==> src/rtl/port_in_8_if.sv <==
// Port-pin bus between the CPU-side logic and the port_in_8 input block.
// Signals:
//   pins       - external port pins, asynchronous to the block clock
//   tris       - direction mask, 1 = input, 0 = output
//   ioc_en     - per-bit interrupt-on-change enable
//   read_en    - one-cycle CPU port-read strobe
//   flag_clr   - clear request for the sticky interrupt-on-change flag
//   data_out   - registered port read value
//   data_valid - one-cycle pulse marking a new data_out
//   ioc_flag   - sticky interrupt-on-change flag
interface port_in_8_if;
    logic [7:0] pins;
    logic [7:0] tris;
    logic [7:0] ioc_en;
    logic       read_en;
    logic       flag_clr;
    logic [7:0] data_out;
    logic       data_valid;
    logic       ioc_flag;

    modport master (
        output pins, tris, ioc_en, read_en, flag_clr,
        input  data_out, data_valid, ioc_flag
    );

    modport slave (
        input  pins, tris, ioc_en, read_en, flag_clr,
        output data_out, data_valid, ioc_flag
    );
endinterface

==> src/rtl/port_in_8.sv <==
// 8-bit input port with a two-stage synchronizer, a stability filter,
// a CPU read register and a sticky interrupt-on-change flag.
// Ports:
//   clock - single clock, all state updates on its rising edge
//   reset - synchronous active-high reset
//   bus   - port_in_8_if.slave (pins/tris/ioc_en/read_en/flag_clr in,
//           data_out/data_valid/ioc_flag out)
// Parameter FILTER (1..15): consecutive stable cycles required before a
// pin change is accepted into the filtered value.
module port_in_8 #(
    parameter int unsigned FILTER = 4
) (
    input  logic        clock,
    input  logic        reset,
    port_in_8_if.slave  bus
);

    localparam logic [3:0] CNT_MAX = 4'(FILTER - 1);

    logic [7:0] sync1_q, sync1_d;
    logic [7:0] sync2_q, sync2_d;
    logic [7:0] prev_q, prev_d;
    logic [7:0] filt_q, filt_d;
    logic [7:0] last_q, last_d;
    logic [7:0] data_out_q, data_out_d;
    logic [3:0] cnt_q, cnt_d;
    logic       data_valid_q, data_valid_d;
    logic       ioc_flag_q, ioc_flag_d;
    logic       mismatch;

    always_comb begin
        sync1_d      = bus.pins;
        sync2_d      = sync1_q;
        prev_d       = sync2_q;
        cnt_d        = cnt_q;
        filt_d       = filt_q;
        last_d       = last_q;
        data_out_d   = data_out_q;
        data_valid_d = bus.read_en;
        ioc_flag_d   = ioc_flag_q;

        // Any movement restarts the stability count; once the count has
        // reached FILTER-1 it holds and the stable value is accepted.
        if (sync2_q != prev_q) begin
            cnt_d = 4'd0;
        end else if (cnt_q < CNT_MAX) begin
            cnt_d = cnt_q + 4'd1;
        end else begin
            filt_d = sync2_q;
        end

        // Mismatch against the last value the CPU read, masked to enabled
        // input bits; tris/ioc_en act combinationally.
        mismatch = |((filt_q ^ last_q) & bus.ioc_en & bus.tris);

        if (bus.read_en) begin
            data_out_d = filt_q & bus.tris;
            last_d     = filt_q;
        end

        // Set has priority over clear, so a clear request cannot hide a
        // change that is still pending.
        if (mismatch) begin
            ioc_flag_d = 1'b1;
        end else if (bus.flag_clr) begin
            ioc_flag_d = 1'b0;
        end
    end

    always_ff @(posedge clock) begin
        if (reset) begin
            sync1_q      <= 8'h00;
            sync2_q      <= 8'h00;
            prev_q       <= 8'h00;
            filt_q       <= 8'h00;
            last_q       <= 8'h00;
            data_out_q   <= 8'h00;
            cnt_q        <= 4'd0;
            data_valid_q <= 1'b0;
            ioc_flag_q   <= 1'b0;
        end else begin
            sync1_q      <= sync1_d;
            sync2_q      <= sync2_d;
            prev_q       <= prev_d;
            filt_q       <= filt_d;
            last_q       <= last_d;
            data_out_q   <= data_out_d;
            cnt_q        <= cnt_d;
            data_valid_q <= data_valid_d;
            ioc_flag_q   <= ioc_flag_d;
        end
    end

    assign bus.data_out   = data_out_q;
    assign bus.data_valid = data_valid_q;
    assign bus.ioc_flag   = ioc_flag_q;

endmodule

==> src/flat_wrapper.sv <==
// flat-port wrapper written by rule: the top's interface ports become plain ports
module port_in_8_flat 
#(
    parameter int unsigned FILTER = 4
)
  (clock, reset, bus_pins, bus_tris, bus_ioc_en, bus_read_en, bus_flag_clr, bus_data_out, bus_data_valid, bus_ioc_flag);
  port_in_8_if bus_i ();
  input  logic clock;
  input  logic reset;
  input wire logic [$bits(bus_i.pins)-1:0] bus_pins;
  input wire logic [$bits(bus_i.tris)-1:0] bus_tris;
  input wire logic [$bits(bus_i.ioc_en)-1:0] bus_ioc_en;
  input wire logic [$bits(bus_i.read_en)-1:0] bus_read_en;
  input wire logic [$bits(bus_i.flag_clr)-1:0] bus_flag_clr;
  output wire logic [$bits(bus_i.data_out)-1:0] bus_data_out;
  output wire logic [$bits(bus_i.data_valid)-1:0] bus_data_valid;
  output wire logic [$bits(bus_i.ioc_flag)-1:0] bus_ioc_flag;
  assign bus_i.pins = bus_pins;
  assign bus_i.tris = bus_tris;
  assign bus_i.ioc_en = bus_ioc_en;
  assign bus_i.read_en = bus_read_en;
  assign bus_i.flag_clr = bus_flag_clr;
  assign bus_data_out = bus_i.data_out;
  assign bus_data_valid = bus_i.data_valid;
  assign bus_ioc_flag = bus_i.ioc_flag;
  port_in_8 #(.FILTER(FILTER)) u_core (.clock(clock), .reset(reset), .bus(bus_i));
endmodule
==> config.mk <==
export PLATFORM = sky130hd
export DESIGN_NAME = port_in_8_flat
export DESIGN_NICKNAME = d
export VERILOG_FILES = /design/src/rtl/port_in_8_if.sv /design/src/rtl/port_in_8.sv /design/src/flat_wrapper.sv
export SDC_FILE = /design/constraint.sdc
export NUM_CORES = 1
export LEC_CHECK = 0
export CAP_MARGIN = 25
export CORE_ASPECT_RATIO = 1.2
export CORE_UTILIZATION = 50
export CTS_BUF_LIST = sky130_fd_sc_hd__clkbuf_4 sky130_fd_sc_hd__clkbuf_8 sky130_fd_sc_hd__clkbuf_16
export CTS_CLUSTER_DIAMETER = 80
export CTS_CLUSTER_SIZE = 20
export DETAILED_ROUTE_END_ITERATION = 10
export HOLD_SLACK_MARGIN = 0.15
export PLACE_DENSITY = 0.87
export REMOVE_ABC_BUFFERS = 1
export SYNTH_ARGS = -nofsm -noshare
export SYNTH_HDL_FRONTEND = slang
export SYNTH_SLANG_ARGS = --single-unit
==> constraint.sdc <==
create_clock -name clock -period 2 [get_ports clock]
set_clock_uncertainty 0.15 [all_clocks]
set_input_delay 0.3 -clock clock [delete_from_list [all_inputs] [get_ports clock]]
set_output_delay 0.3 -clock clock [all_outputs]
set_load 0.05 [all_outputs]
**Word-level counts from Yosys, hierarchy flattened**

Index checks and enable logic that the tools add are counted.

- Bits in read-only memories: 0
- Memories kept: 0
- Bits in writable memories: 0
- Output and inout port bits: 10
- Register bits after elaboration: 54
- Latch bits: 0

- Add/sub/neg operators: 1
- Divide/modulo/power cells: 0
- Shift operators: 0
- Multipliers: 0
- Reduce and logical (&&, ||, !) cells: 4
- Multiplexer cells: 2
- Bitwise operators: 6
- Equality and inequality tests: 1
- Magnitude comparators: 1

Operators with widths:

| kind | number |
|---|---|
| 8-bit AND | 3 |
| 8-bit != test | 1 |
| 8-bit OR reduction | 1 |
| 8-bit bitwise XOR | 1 |
| 4-bit by 1-bit adder with 4-bit output, second input constant | 1 |
| 4-bit by 2-bit < comparator with 1-bit output, second input constant | 1 |
| 1-bit two-way mux | 2 |
| 1-bit NOT | 2 |
| 2-bit AND reduction | 1 |
| 2-bit nonzero test | 1 |
| 2-bit OR reduction | 1 |

**Depth between registers and ports, before layout**

- Depth after elaboration: 5
- Mapped depth: 4
- Gate-level depth less buffers: 4

**Worst setup path after synthesis**

Ideal clock, no wire load.

- Kind: register to register
- Start: register u_core.sync2_q[4] (netlist: u_core.prev_d[4])
- End: register u_core.filt_q[0]
- Clock period less this slack: 1743 ps
- Arrival: 1472 ps
- Setup time: 121 ps
- Cell stages (with the launch flop): 5
- Slack: 257 ps
- Path buffers: 0
- Cell sequence: dfxtp_1 > xnor2_1 > nand4_1 > nor4_4 > mux2_2

- Longest elaborated chain between the ends: 3

RTL lines:

| what | RTL line | RTL |
|---|---|---|
| start, declared | port_in_8.sv:21 | `logic [7:0] sync2_q, sync2_d;` |
| start signal, assigned | port_in_8.sv:83 | `sync2_q <= sync2_d;` |
| 8-bit != test | port_in_8.sv:44 | `if (sync2_q != prev_q) begin` |
| 1-bit NOT (no line) | -- |  |
| 2-bit AND reduction (no line) | -- |  |
| end signal, assigned | port_in_8.sv:85 | `filt_q <= filt_d;` |
| end, declared | port_in_8.sv:23 | `logic [7:0] filt_q, filt_d;` |

No other way between the ends.
A chain may end at the register's enable or synchronous reset.

**Worst setup path after layout**

- Start: register u_core.data_out_q[5] (netlist: u_core.bus.data_out[5])
- End: output bus_data_out[5]

RTL lines:

| what | RTL line | RTL |
|---|---|---|
| start, declared | port_in_8.sv:25 | `logic [7:0] data_out_q, data_out_d;` |
| start signal, assigned | port_in_8.sv:87 | `data_out_q <= data_out_d;` |
| end, declared | flat_wrapper.sv:15 | `output wire logic [$bits(bus_i.data_out)-1:0] bus_data_out;` |

No word-level cell between the ends.

==> results.py <==
metrics = {
    "yosys": {
        "netlist_area_um2": 1954,
        "synth_cell_types": 24,
        "ys_ff_latch": 54,
        "yosys_most_used_dff": "dfxtp_1",
        "ys.warnings.count": 0,
        "synthTopCellsByCount": "dfxtp_1 (54), nor2b_1 (34), nand3_1 (12)",
        "synth.most_common_cell": "dfxtp_1",
        "async_reset_ff_share_pct": 0,
        "synth.area.top_cells": "dfxtp_1 (55%), nor2b_1 (11%), mux2i_1 (4.6%), mux2_2 (4.6%), xnor2_1 (4.5%)",
        "syn_inst": 183,
        "syn_avg_cell_area_um2": 10.68,
        "synth_edf_count": 0,
        "synth_top_area_share_pct": 55.31,
        "seq_area_frac_synth_pct": 55.31,
        "synth_top_area_cell": "dfxtp_1",
    },
    "power": {
        "intPower_mw": 1.718,
        "power_frac_clock_pct": 41.2,
        "power.leakage_nw": 1.022,
        "p_comb_share_pct": 6.8,
        "vdd_drop_max_mv": 0.6446,
        "powerDensity_nw_per_um2": 823.7,
        "finalPower_mw": 2.130,
        "switching_power_uw": 412.4,
        "p_sw_share_pct": 19.36,
        "seq_power_share_pct": 51.9,
    },
    "critical_path": {
        "cp-end-kind": "primary output",
        "critPathMaxStageDelay_ns": 0.84,
        "criticalPathCategory": "reg2out",
        "r2r-start": "u_core.prev_d[4]$_SDFF_PP0_",
        "critical_path.startpoint": "u_core.bus.data_out[5]$_SDFFE_PP0P_",
        "crit_required_ns": 1.55,
        "cpMaxStageDelayCell": "clkdlybuf4s50_1",
        "arrival_ns": 1.51,
        "path_max_fanout": 2,
        "crit_chain": "clkdlybuf4s50_1",
        "critPathBufInv": 1,
        "cp_top_family": "buffers and inverters",
        "cp-start-kind": "register",
    },
    "final_layout": {
        "finalNetCount": 258,
        "regArea_um2": 1081,
        "drive_above_1_share_pct": 11.30,
        "final_cells": 282,
        "area_delta_synth_final_pct": 32.33,
        "fillCellCount": 283,
        "antenna_cells": 0,
        "utilization_pct": 70.02,
        "stdcell_area_um2": 2586,
        "multiInputGateArea_um2": 843.3,
    },
    "die": {
        "die_h_um": 70.49,
        "die_w_um": 59.07,
        "initial_core_util_pct": 52.91,
        "num_rows": 24,
        "pin_count": 38,
        "core_area_um2": 3694,
        "dieArea_um2": 4164,
    },
    "sta": {
        "hold_viol": 0,
        "period_share_pct": 98.20,
        "rsz0062_at_grt": "no",
        "max_slew_margin_pct": 63.86,
        "holdWs_ns": 0.2963,
        "fin_tns_setup_ns": 0,
        "period_minus_slack_ns": 1.964,
        "final_max_slew_viol_count": 0,
        "max_slew.worst_pin.slew_ns": 0.5404,
        "fin_ws_ns": 0.03600,
        "setup_viol": 0,
        "fmax_mhz": 509.2,
    },
    "placed_design": {
        "dpl-instance-area_um2": 2444,
        "dp_hpwl_um": 2398,
        "place.gp.congestion": 0.7276,
        "placed_cells": 274,
        "port_buffers": 37,
        "pre_cts_slack_ns": 0.1551,
    },
    "drt": {
        "drt-total-wl_um": 3484,
        "route.vias.total": 1365,
        "routed_via_density": 4.840,
        "ant_nets": 0,
        "first_pass_iters": 3,
        "drtIter0Drc": 35,
        "wire_per_inst_um": 12.35,
        "drc": 0,
    },
    "min_path": {
        "hp-class": "reg2reg",
        "min_from": "u_core.sync1_q[1]$_SDFF_PP0_",
    },
    "cts": {
        "hold_buffers": 0,
        "cts_buffers": 5,
        "cts_resized": 0,
        "clkTransAtPathRegs_ns": 0.09,
        "cts_tree": "built",
        "post_cts_buffers": 0,
        "clkLatencyLatePin_ns": 0.31,
        "cts_sinks": 54,
        "cts_root_buffer": "clkbuf_8",
        "cts.htree.levels": 2,
        "clockBufferDepth": 2,
    },
    "job": {
        "cap_violations": 0,
    },
    "global_route": {
        "grt_pass1_vias": 1332,
        "antenna_found_initial": 0,
        "grt_pass1_wl_um": 5789,
        "gr-total-overflow": 0,
        "grt_max_degree": 26,
        "track_usage_pct": 18.94,
    },
    "run_status": {
        "status": "finished, final reports clean",
    },
}
-- registers in the layout (all words and copies together), names as in the netlist --
name	flops
u_core.prev_d	8
u_core.last_q	8
u_core.filt_q	8
u_core.sync1_q	8
u_core.bus.data_valid	1
u_core.prev_q	8
u_core.bus.ioc_flag	1
u_core.cnt_q	4
u_core.bus.data_out	8
-- power by group through the flow --
| stage | sequential [mW] | clock [mW] | combinational, mW |
|---|---|---|---|
| final | 1.11 | 0.878 | 0.146 |
| after global routing | 1.11 | 0.939 | 0.157 |
| after CTS | 1.11 | 0.898 | 0.147 |
| after detailed placement | 1.13 | 0 | 0.146 |
| after global placement | 1.13 | 0 | 0.143 |
| after floorplan | 1.13 | 0 | 0.0446 |
-- per-layer routing --
layer	vias to the layer above	part of all wire [%]	global-route usage (%)
li1	696	-	-
met1	642	42	20.82
met2	24	54	32.95
met3	3	3.1	5.741
met4	0	1.3	7.672
met5	-	0	0
-- cell type report --
cell class / count / share of cell area, %
clock inverter: 2 / 2.322
inverter: 1 / 0.1451
timing repair buffer: 46 / 17.42
multi-input combinational: 121 / 32.61
tap: 52 / 2.516
sequential: 54 / 41.80
clock buffer: 6 / 3.193
-- worst register-to-register path, cell delays in order, from the launching register on --
cell     delay [ns]
dfxtp_1        0.33
xnor2_1        0.16
nand4_1        0.21
nor4_4         0.31
buf_4          0.21
mux2_2         0.35
-- final timing paths --
path	end	slack, ns	cells past startpoint
max	bus_data_out[5]	0.04	1
min	u_core.prev_d[1]$_SDFF_PP0_	0.30	1
max reg2reg	u_core.filt_q[7]$_SDFFE_PP0P_	0.19	5
min reg2reg	u_core.prev_d[1]$_SDFF_PP0_	0.30	1
-- cells by family (layout without fill, tap and decap cells) --
kind of cell    after synthesis  after routing  share of synthesized area [%]
flops                        54             54                          55.31
compound gates               12             12                          3.457
fa+ha+maj                     1              1                         0.6401
simple gates                 74             74                          22.22
xor+xnor                     17             17                          7.618
mux                          17             17                          9.219
buf+inv                       8             55                          1.536
-- cell usage in the layout, fill, tap and decap left out, drive strengths merged --
cell           instances
nand3                 12
nand2b                 8
o22ai                  1
nor2                   8
a21oi                  8
xor2                   7
buf                    9
clkdlybuf4s50         37
inv                    1
a32oi                  1
nand2                  4
and2                   3
nor3                   1
dfxtp                 54
mux2                   8
nand4                  1
and4                   1
nor2b                 34
xnor2                 10
a31oi                  2
bufinv                 2
clkbuf                 6
ha                     1
mux2i                  9
nor4                   2
Power figures use the tool's default switching activity.
